--- src/rtl/branch_resolve_unit.sv ---
// Two-stage conditional-branch resolution stage with valid/ready handshakes.
// Operands are biased in S1 so that one unsigned cascaded comparator serves every compare type.

module cascade_comparator #(
    parameter int N = 64
) (
    input  logic [N-1:0] a,
    input  logic [N-1:0] b,
    output logic         gt,
    output logic         lt,
    output logic         eq
);
    // N must be a multiple of 4. Nibbles are scanned from the MSB down, and the first unequal nibble decides.
    localparam int NIBBLES = N / 4;

    always_comb begin
        gt = 1'b0;
        lt = 1'b0;
        eq = 1'b1;
        for (int i = NIBBLES - 1; i >= 0; i--) begin
            if (eq) begin
                if (a[i*4 +: 4] > b[i*4 +: 4]) begin
                    gt = 1'b1;
                    eq = 1'b0;
                end else if (a[i*4 +: 4] < b[i*4 +: 4]) begin
                    lt = 1'b1;
                    eq = 1'b0;
                end
            end
        end
    end
endmodule

module branch_resolve_unit #(
    parameter int XLEN       = 64,
    parameter int ILEN_BYTES = 4
) (
    input  logic            clk,
    input  logic            rst_n,
    input  logic            flush,
    input  logic            in_valid,
    output logic            in_ready,
    input  logic [2:0]      in_funct3,
    input  logic [XLEN-1:0] in_rs1,
    input  logic [XLEN-1:0] in_rs2,
    input  logic [XLEN-1:0] in_pc,
    input  logic [XLEN-1:0] in_imm,
    input  logic            in_pred_taken,
    output logic            out_valid,
    input  logic            out_ready,
    output logic            out_taken,
    output logic [XLEN-1:0] out_target,
    output logic [XLEN-1:0] out_redirect_pc,
    output logic            out_mispredict,
    output logic            out_misaligned,
    output logic            out_illegal
);
    logic            s1_valid;
    logic [2:0]      s1_funct3;
    logic            s1_pred_taken;
    logic [XLEN-1:0] s1_op_a;
    logic [XLEN-1:0] s1_op_b;
    logic [XLEN-1:0] s1_target;
    logic [XLEN-1:0] s1_fallthrough;

    logic            s2_valid;
    logic            s2_taken;
    logic [XLEN-1:0] s2_target;
    logic [XLEN-1:0] s2_redirect_pc;
    logic            s2_mispredict;
    logic            s2_misaligned;
    logic            s2_illegal;

    logic            s2_load;
    logic            in_signed;
    logic [XLEN-1:0] sign_flip;
    logic            cmp_gt;
    logic            cmp_lt;
    logic            cmp_eq;
    logic            cond;
    logic            illegal;
    logic            taken;

    assign s2_load   = ~s2_valid | out_ready;
    assign in_ready  = ~s1_valid | s2_load;
    assign in_signed = (in_funct3[2:1] == 2'b10);
    assign sign_flip = {in_signed, {(XLEN-1){1'b0}}};

    always_ff @(posedge clk or negedge rst_n) begin
        if (!rst_n) begin
            s1_valid       <= 1'b0;
            s1_funct3      <= '0;
            s1_pred_taken  <= 1'b0;
            s1_op_a        <= '0;
            s1_op_b        <= '0;
            s1_target      <= '0;
            s1_fallthrough <= '0;
        end else if (flush) begin
            s1_valid <= 1'b0;
        end else if (in_ready) begin
            s1_valid <= in_valid;
            if (in_valid) begin
                s1_funct3      <= in_funct3;
                s1_pred_taken  <= in_pred_taken;
                s1_op_a        <= in_rs1 ^ sign_flip;
                s1_op_b        <= in_rs2 ^ sign_flip;
                s1_target      <= in_pc + in_imm;
                s1_fallthrough <= in_pc + XLEN'(ILEN_BYTES);
            end
        end
    end

    cascade_comparator #(.N(XLEN)) u_cmp (
        .a  (s1_op_a),
        .b  (s1_op_b),
        .gt (cmp_gt),
        .lt (cmp_lt),
        .eq (cmp_eq)
    );

    // The biased operands let signed and unsigned compares share the same lt/gt flags.
    always_comb begin
        illegal = (s1_funct3[2:1] == 2'b01);
        cond    = 1'b0;
        case (s1_funct3)
            3'b000:  cond = cmp_eq;
            3'b001:  cond = ~cmp_eq;
            3'b100:  cond = cmp_lt;
            3'b101:  cond = cmp_gt | cmp_eq;
            3'b110:  cond = cmp_lt;
            3'b111:  cond = cmp_gt | cmp_eq;
            default: cond = 1'b0;
        endcase
        taken = cond & ~illegal;
    end

    always_ff @(posedge clk or negedge rst_n) begin
        if (!rst_n) begin
            s2_valid       <= 1'b0;
            s2_taken       <= 1'b0;
            s2_target      <= '0;
            s2_redirect_pc <= '0;
            s2_mispredict  <= 1'b0;
            s2_misaligned  <= 1'b0;
            s2_illegal     <= 1'b0;
        end else if (flush) begin
            s2_valid <= 1'b0;
        end else if (s2_load) begin
            s2_valid <= s1_valid;
            if (s1_valid) begin
                s2_taken       <= taken;
                s2_target      <= s1_target;
                s2_redirect_pc <= taken ? s1_target : s1_fallthrough;
                s2_mispredict  <= ~illegal & (taken != s1_pred_taken);
                s2_misaligned  <= taken & (s1_target[1:0] != 2'b00);
                s2_illegal     <= illegal;
            end
        end
    end

    assign out_valid       = s2_valid;
    assign out_taken       = s2_taken;
    assign out_target      = s2_target;
    assign out_redirect_pc = s2_redirect_pc;
    assign out_mispredict  = s2_mispredict;
    assign out_misaligned  = s2_misaligned;
    assign out_illegal     = s2_illegal;
endmodule

--- config.mk ---
export PLATFORM = sky130hd
export DESIGN_NAME = branch_resolve_unit
export DESIGN_NICKNAME = d
export VERILOG_FILES = /design/src/rtl/branch_resolve_unit.sv
export SDC_FILE = /design/constraint.sdc
export NUM_CORES = 1
export LEC_CHECK = 0
export BUFFER_PORTS_ARGS = -buffer_cell sky130_fd_sc_hd__buf_2
export CORE_ASPECT_RATIO = 0.75
export CORE_MARGIN = 2
export CORE_UTILIZATION = 63
export CTS_BUF_LIST = sky130_fd_sc_hd__clkbuf_4 sky130_fd_sc_hd__clkbuf_8
export CTS_CLUSTER_DIAMETER = 100
export CTS_CLUSTER_SIZE = 24
export DETAILED_ROUTE_END_ITERATION = 8
export GPL_ROUTABILITY_DRIVEN = 0
export PLACE_DENSITY_LB_ADDON = 0.08
export SLEW_MARGIN = 20
export SYNTH_ARGS = -nofsm -noshare
export SYNTH_HDL_FRONTEND = slang
export SYNTH_HIERARCHICAL = 1
export SYNTH_SLANG_ARGS = --single-unit
--- constraint.sdc ---
create_clock -name clk -period 9.08 [get_ports clk]
set_input_delay 0.454 -clock clk [delete_from_list [all_inputs] [get_ports clk]]
set_output_delay 0.454 -clock clk [all_outputs]
set_load 0.02 [all_outputs]
# Yosys cells after proc, flatten, opt, wreduce, memory -nomap -nowiden
# Cells that the tools add are included.
# op_classes
bitwise	13
n_eq_ne	8
mul	0
reduce_logical	8
muxes	131
n_div	0
add_sub_neg	2
order_cmp	32
shifts	0
# ops
op	count
2-to-1 mux 1 bit	129
XOR 64 bit	2
adder 64 x 3 -> 64 bit, second input constant	1
adder 64 bit	1
> comparator 4 bit	16
less-than comparator 4 bit	16
2-to-1 mux 64 bit	1
== test 3 bit, second input constant	4
AND reduction 3 bit	2
nonzero test 2 bit	3
inverter 1 bit	5
case mux 1 bit (4 select lines)	1
OR reduction 2 bit	2
bitwise AND 1 bit	3
== test 3 x 1 -> 1 bit, second input constant	1
zero test 3 bit	1
bitwise OR 1 bit	3
== test 2 x 1 -> 1 bit, second input constant	1
== test 2 bit, second input constant	1
!= test 1 bit	1
# totals
ramBits	0
mem_count	0
register_bits	394
word_cells	208
romBits	0
output_inout_bits	134
latch_bits	0

# Longest topological paths before layout
# depth
depth_word	52
depth_mapped	17
depth_no_buf	15

# By module
# The synthesis kept the hierarchy.
# by_module_without_submodules
mod	cells_per_inst	n_inst	area_per_inst_um2
branch_resolve_unit	2301	1	20068.0
cascade_comparator	267	1	1886.8

# Least setup slack after synthesis
# OpenSTA, ideal clock, no wires.
# synth_path
path_type	reg2reg
from	reg s1_op_a[63]
to	reg s2_redirect_pc[36] (netlist: out_redirect_pc[36])
t_arrival_ns	3.383
path_stages_with_launch	15
setup_slack_ns	5.564
t_required_ns	8.947
synth_period_minus_slack_ns	3.516
setup_time_ns	0.133
cell_sequence	dfrtp_1 ha_1 nand4_4 a2111oi_4 nand4_2 and4bb_4 a221o_2 nor2_1 nor2_1 nor2_1 a21oi_1 clkbuf_1 buf_1 mux2i_1 o21ai_0
# synth_lines
item	line_no	rtl
start: declaration	61	logic [XLEN-1:0] s1_op_a;
start signal: assignment	105	s1_op_a <= in_rs1 ^ sign_flip;
> comparator 4 bit or less-than comparator 4 bit (tied branches)	22, 25	
2-to-1 mux 1 bit (on tied branches)	22, 25	
2-to-1 mux 1 bit	22	if (a[i*4 +: 4] > b[i*4 +: 4]) begin
2-to-1 mux 1 bit	21	if (eq) begin
2-to-1 mux 1 bit	22	
2-to-1 mux 1 bit	21	
2-to-1 mux 1 bit	22	
2-to-1 mux 1 bit	21	
(+21 left out)	--	
2-to-1 mux 1 bit	21	
2-to-1 mux 1 bit	22	
2-to-1 mux 1 bit *	21	
net cmp_gt	77	logic cmp_gt;
bitwise OR 1 bit *	129, 131	
case mux 1 bit (4 select lines) *	125	case (s1_funct3)
bitwise AND 1 bit *	134	taken = cond & ~illegal;
2-to-1 mux 64 bit *	153	s2_redirect_pc <= taken ? s1_target : s1_fallthrough;
end signal: assignment	153	
end: declaration	69	logic [XLEN-1:0] s2_redirect_pc;
# The timed path passes the listed nets; every way through them passes the cells marked *.
# A chain may end at the register's enable or synchronous reset.

# Worst setup path in the final report
# layout_path
from	reg s1_op_a[30]
to	reg s2_redirect_pc[50] (netlist: out_redirect_pc[50])
# layout_between
elab_chain_len	28
# layout_rtl
item	line_no	rtl
less-than comparator 4 bit	25	end else if (a[i*4 +: 4] < b[i*4 +: 4]) begin
2-to-1 mux 1 bit	25	
2-to-1 mux 1 bit	22	
2-to-1 mux 1 bit	21	
2-to-1 mux 1 bit	25	
2-to-1 mux 1 bit	22	
2-to-1 mux 1 bit	21	
2-to-1 mux 1 bit	25	
(+13 left out)	--	
2-to-1 mux 1 bit	21	
2-to-1 mux 1 bit	25	
2-to-1 mux 1 bit	22	
2-to-1 mux 1 bit *	21	
net cmp_lt	78	logic cmp_lt;
case mux 1 bit (4 select lines) *	125	
bitwise AND 1 bit *	134	
2-to-1 mux 64 bit *	153	
# Marked as above.

==> impl_metrics.toml <==
[pwr]
leakage_nw = 12.8
p_sw_mw = 1.75
switching_share_pct = 37.8
clkPwrFrac_pct = 16.5
seq_power_share_pct = 50.0
peakVddDrop_v = 0.000154
p_comb_share_pct = 33.5
p_int_mw = 2.88
pwr_density_cell_nw_per_um2 = 185

[detailed_routing]
via_count = 19561
wl_per_cell_um = 17.9
wl_mm = 60.9
ant_nets = 0
drtPass1Iterations = 6
routed_via_density = 5.76
drc = 0
drtIter0Drc = 1915

[place]
hpwlAfterDp_mm = 45.1
io_buffers = 398
post-place-cells = 3313
place_ws_ns = 4.74

[clocking]
cts-root-buf = "clkbuf_8"
cts_buffers = 20
clk_latency_ns = 0.64
h-tree-depth = 1
path_clk_slew_ns = 0.15
clock_sinks = 394
cts-resized-gates = 0
cts_buffer_depth = 3
cts_tree = "yes"

[synthesis]
syn-cell-area_um2 = 22000
syn_area_per_cell_um2 = 8.55
synthCells = 2568
ys.flop_type = "dfrtp_1"
synth-edff-count = 0
yosys-top-cells-area = "dfrtp_1 45%, nand2_1 15%, ha_1 7.3%, o21ai_0 5.0%, mux2i_1 3.0%"
yosys.area.top_type_share_pct = 44.9
synth-seq-cells = 394
ys_seq_area_share_pct = 44.9
syn_nets = 2962
ys_types = 87
yosys_warnings = 6
async_flop_share_pct = 100
yosysTopAreaCell = "dfrtp_1"

[worst_setup_path]
critPathMaxFanout = 35
crit_type = "reg2reg"
cp.arrival_ns = 4.90
endpoint_kind = "flop"
critPathLaunchType = "flop"
cp_data_required_time_ns = 9.56

[global_routing]
grt_use_total_pct = 33.0
grt_pass1_vias = 18751
grt_max_degree = 298
grt_pass1_wl_mm = 97.0
gr-total-overflow = 0
antenna_found_initial = 10

[timing]
period_needed_ns = 4.43
relSlewSlack_pct = 34.1
final_hold_viol_count = 0
clock.fmax_mhz = 226
slew_violations = 0
setup_tns_ns = 0
layout_setup_ws_ns = 4.65
finClkSkew_ns = 0.0490
worst_pin_slew_ns = 0.983
period_share_pct = 48.8
rsz0062_at_grt = "false"
setup_viol = 0

[cells_and_area]
final_cell_mix = "877 x nand2_1, 397 x buf_2, 394 x dfrtp_1, 219 x o21ai_0, 128 x ha_1"
layout_commonest_cell = "nand2_1"
nNetsFinal = 3325
area_growth_pct = 14.0
drive_above_1_share_pct = 16.3
fin_cells = 3398
fill_cells = 2744

[outcome]
outcome = "completed"

[floorplan]
ioPinCount = 399
die_w_um = 220
dieArea_um2 = 36400
core_area_um2 = 34500
die_y_um = 166
core.rowCount = 59
start_util_pct = 63.7

[worst_hold_path]
hold_path.class = "in2reg"

[run]
max-cap-violations = 0
critical path, stage by stage, from the launching register on:
cell       delay [ns]
dfrtp_1          0.42
ha_1             0.33
nand3b_1         0.08
a21boi_0         0.24
o2bb2ai_1        0.21
nor3_1           0.48
and4bb_4         0.34
a41oi_1          0.13
o31ai_1          0.10
o21ai_0          0.18
a21oi_4          0.18
buf_4            0.48
buf_4            0.65
mux2i_1          0.28
o21ai_0          0.11
routing by layer:
metal	GRT usage [%]	share of wire, %	vias to the layer above
met2	48.4	44	731
met4	11.4	3.5	2
met3	5.20	7.9	144
met1	49.9	45	9363
met5	0	0.021	-
li1	-	-	9321
registers in the layout (all words and copies together), names as in the netlist:
| name | count |
|---|---|
| s1_funct3 | 3 |
| s1_op_a | 64 |
| s1_op_b | 64 |
| out_target | 64 |
| out_taken | 1 |
| s1_fallthrough | 64 |
| out_mispredict | 1 |
| s1_valid | 1 |
| out_valid | 1 |
| out_misaligned | 1 |
| s1_target | 64 |
| s1_pred_taken | 1 |
| out_redirect_pc | 64 |
| out_illegal | 1 |
synth_stat cells (all sizes together), types with 4 or more instances:
| library cell | count |
|---|---|
| o21bai | 15 |
| o21a | 14 |
| a21oi | 99 |
| a211oi | 5 |
| mux2i | 65 |
| or2 | 4 |
| a21boi | 6 |
| nor3 | 31 |
| o211ai | 11 |
| ha | 128 |
| nand2b | 5 |
| o31ai | 15 |
| o21ai | 233 |
| nand3 | 45 |
| and3 | 18 |
| xnor2 | 58 |
| a2111oi | 5 |
| a21o | 35 |
| nand4 | 49 |
| or3 | 6 |
| nand2 | 878 |
| inv | 96 |
| nor4 | 5 |
| o221ai | 4 |
| clkbuf | 97 |
| mux2 | 4 |
| buf | 27 |
| dfrtp | 394 |
| xor2 | 57 |
| and2 | 8 |
| nand3b | 6 |
| a31oi | 13 |
| a211o | 4 |
| nor2 | 69 |
| nor2b | 12 |
metrics by stage:
stage / utilization, % / hold WS (ns) / cell area (um^2) / total power [mW]
2_1_floorplan: - / 0.158 / 22000 / 3.29
3_3_place_gp: 70.0 / 0.452 / 24100 / 3.80
3_5_place_dp: 70.0 / 0.457 / 24100 / 3.85
4_1_cts: 72.0 / 0.000570 / 24800 / 4.62
5_1_grt: 72.6 / 0.000420 / 25000 / 4.91
6_report: 72.6 / 0.0174 / 25000 / 4.63
final timing paths:
| path | start | endpoint | slack [ns] | depth (start not counted) |
|---|---|---|---|---|
| worst min-delay path | in_rs2[38] | s1_op_b[38] | 0.02 | 3 |
| min in group asynchronous | rst_n | out_target[21] | 0.45 | 2 |
| max in group asynchronous | rst_n | s1_op_b[32] | 6.40 | 4 |
| worst min register to register | out_target[16] | out_target[16] | 0.48 | 2 |
| worst max-delay path | s1_op_a[30] | out_redirect_pc[50] | 4.65 | 14 |
| worst max register to register | s1_op_a[30] | out_redirect_pc[50] | 4.65 | 14 |
layout make-up:
cell class                      count  area [um^2]  share of cell area, %
Clock inverter                      1         16.3                 0.0650
Multi-Input combinational cell   1954        11200                   44.8
Tap cell                          457          572                   2.29
Inverter                           96          360                   1.44
Clock buffer                       21          289                   1.16
Antenna cell                       10         25.0                  0.100
Sequential cell                   394         9860                   39.4
Timing Repair Buffer              465         2690                   10.7
power groups by stage:
stage / combinational, mW / sequential (mW) / clock (mW)
global route: 1.71 / 2.35 / 0.843
detailed placement: 1.51 / 2.34 / 0
finish: 1.55 / 2.31 / 0.766
global placement: 1.47 / 2.33 / 0
floorplan: 0.803 / 2.49 / 0
CTS: 1.53 / 2.31 / 0.780
what timing repair did:
item	4_1_cts	5_1_grt
hold buffers	40	11
buffers inserted	0	0
hold endpoints to repair	157	11
endpoints found under the setup margin	0	0
logic make-up (layout without fill, tap and decap cells):
kind of cell	after synthesis	count (layout)	share of synthesized area [%]
simple gates	1152	1152	22.4
fa+ha+maj	129	129	7.39
flops	394	394	44.9
xor+xnor	115	115	4.59
compound gates	489	489	13.5
mux	69	69	3.17
other cells	0	10	0
buf+inv	220	583	4.13
Note: power is estimated with default switching activity, not from simulation.
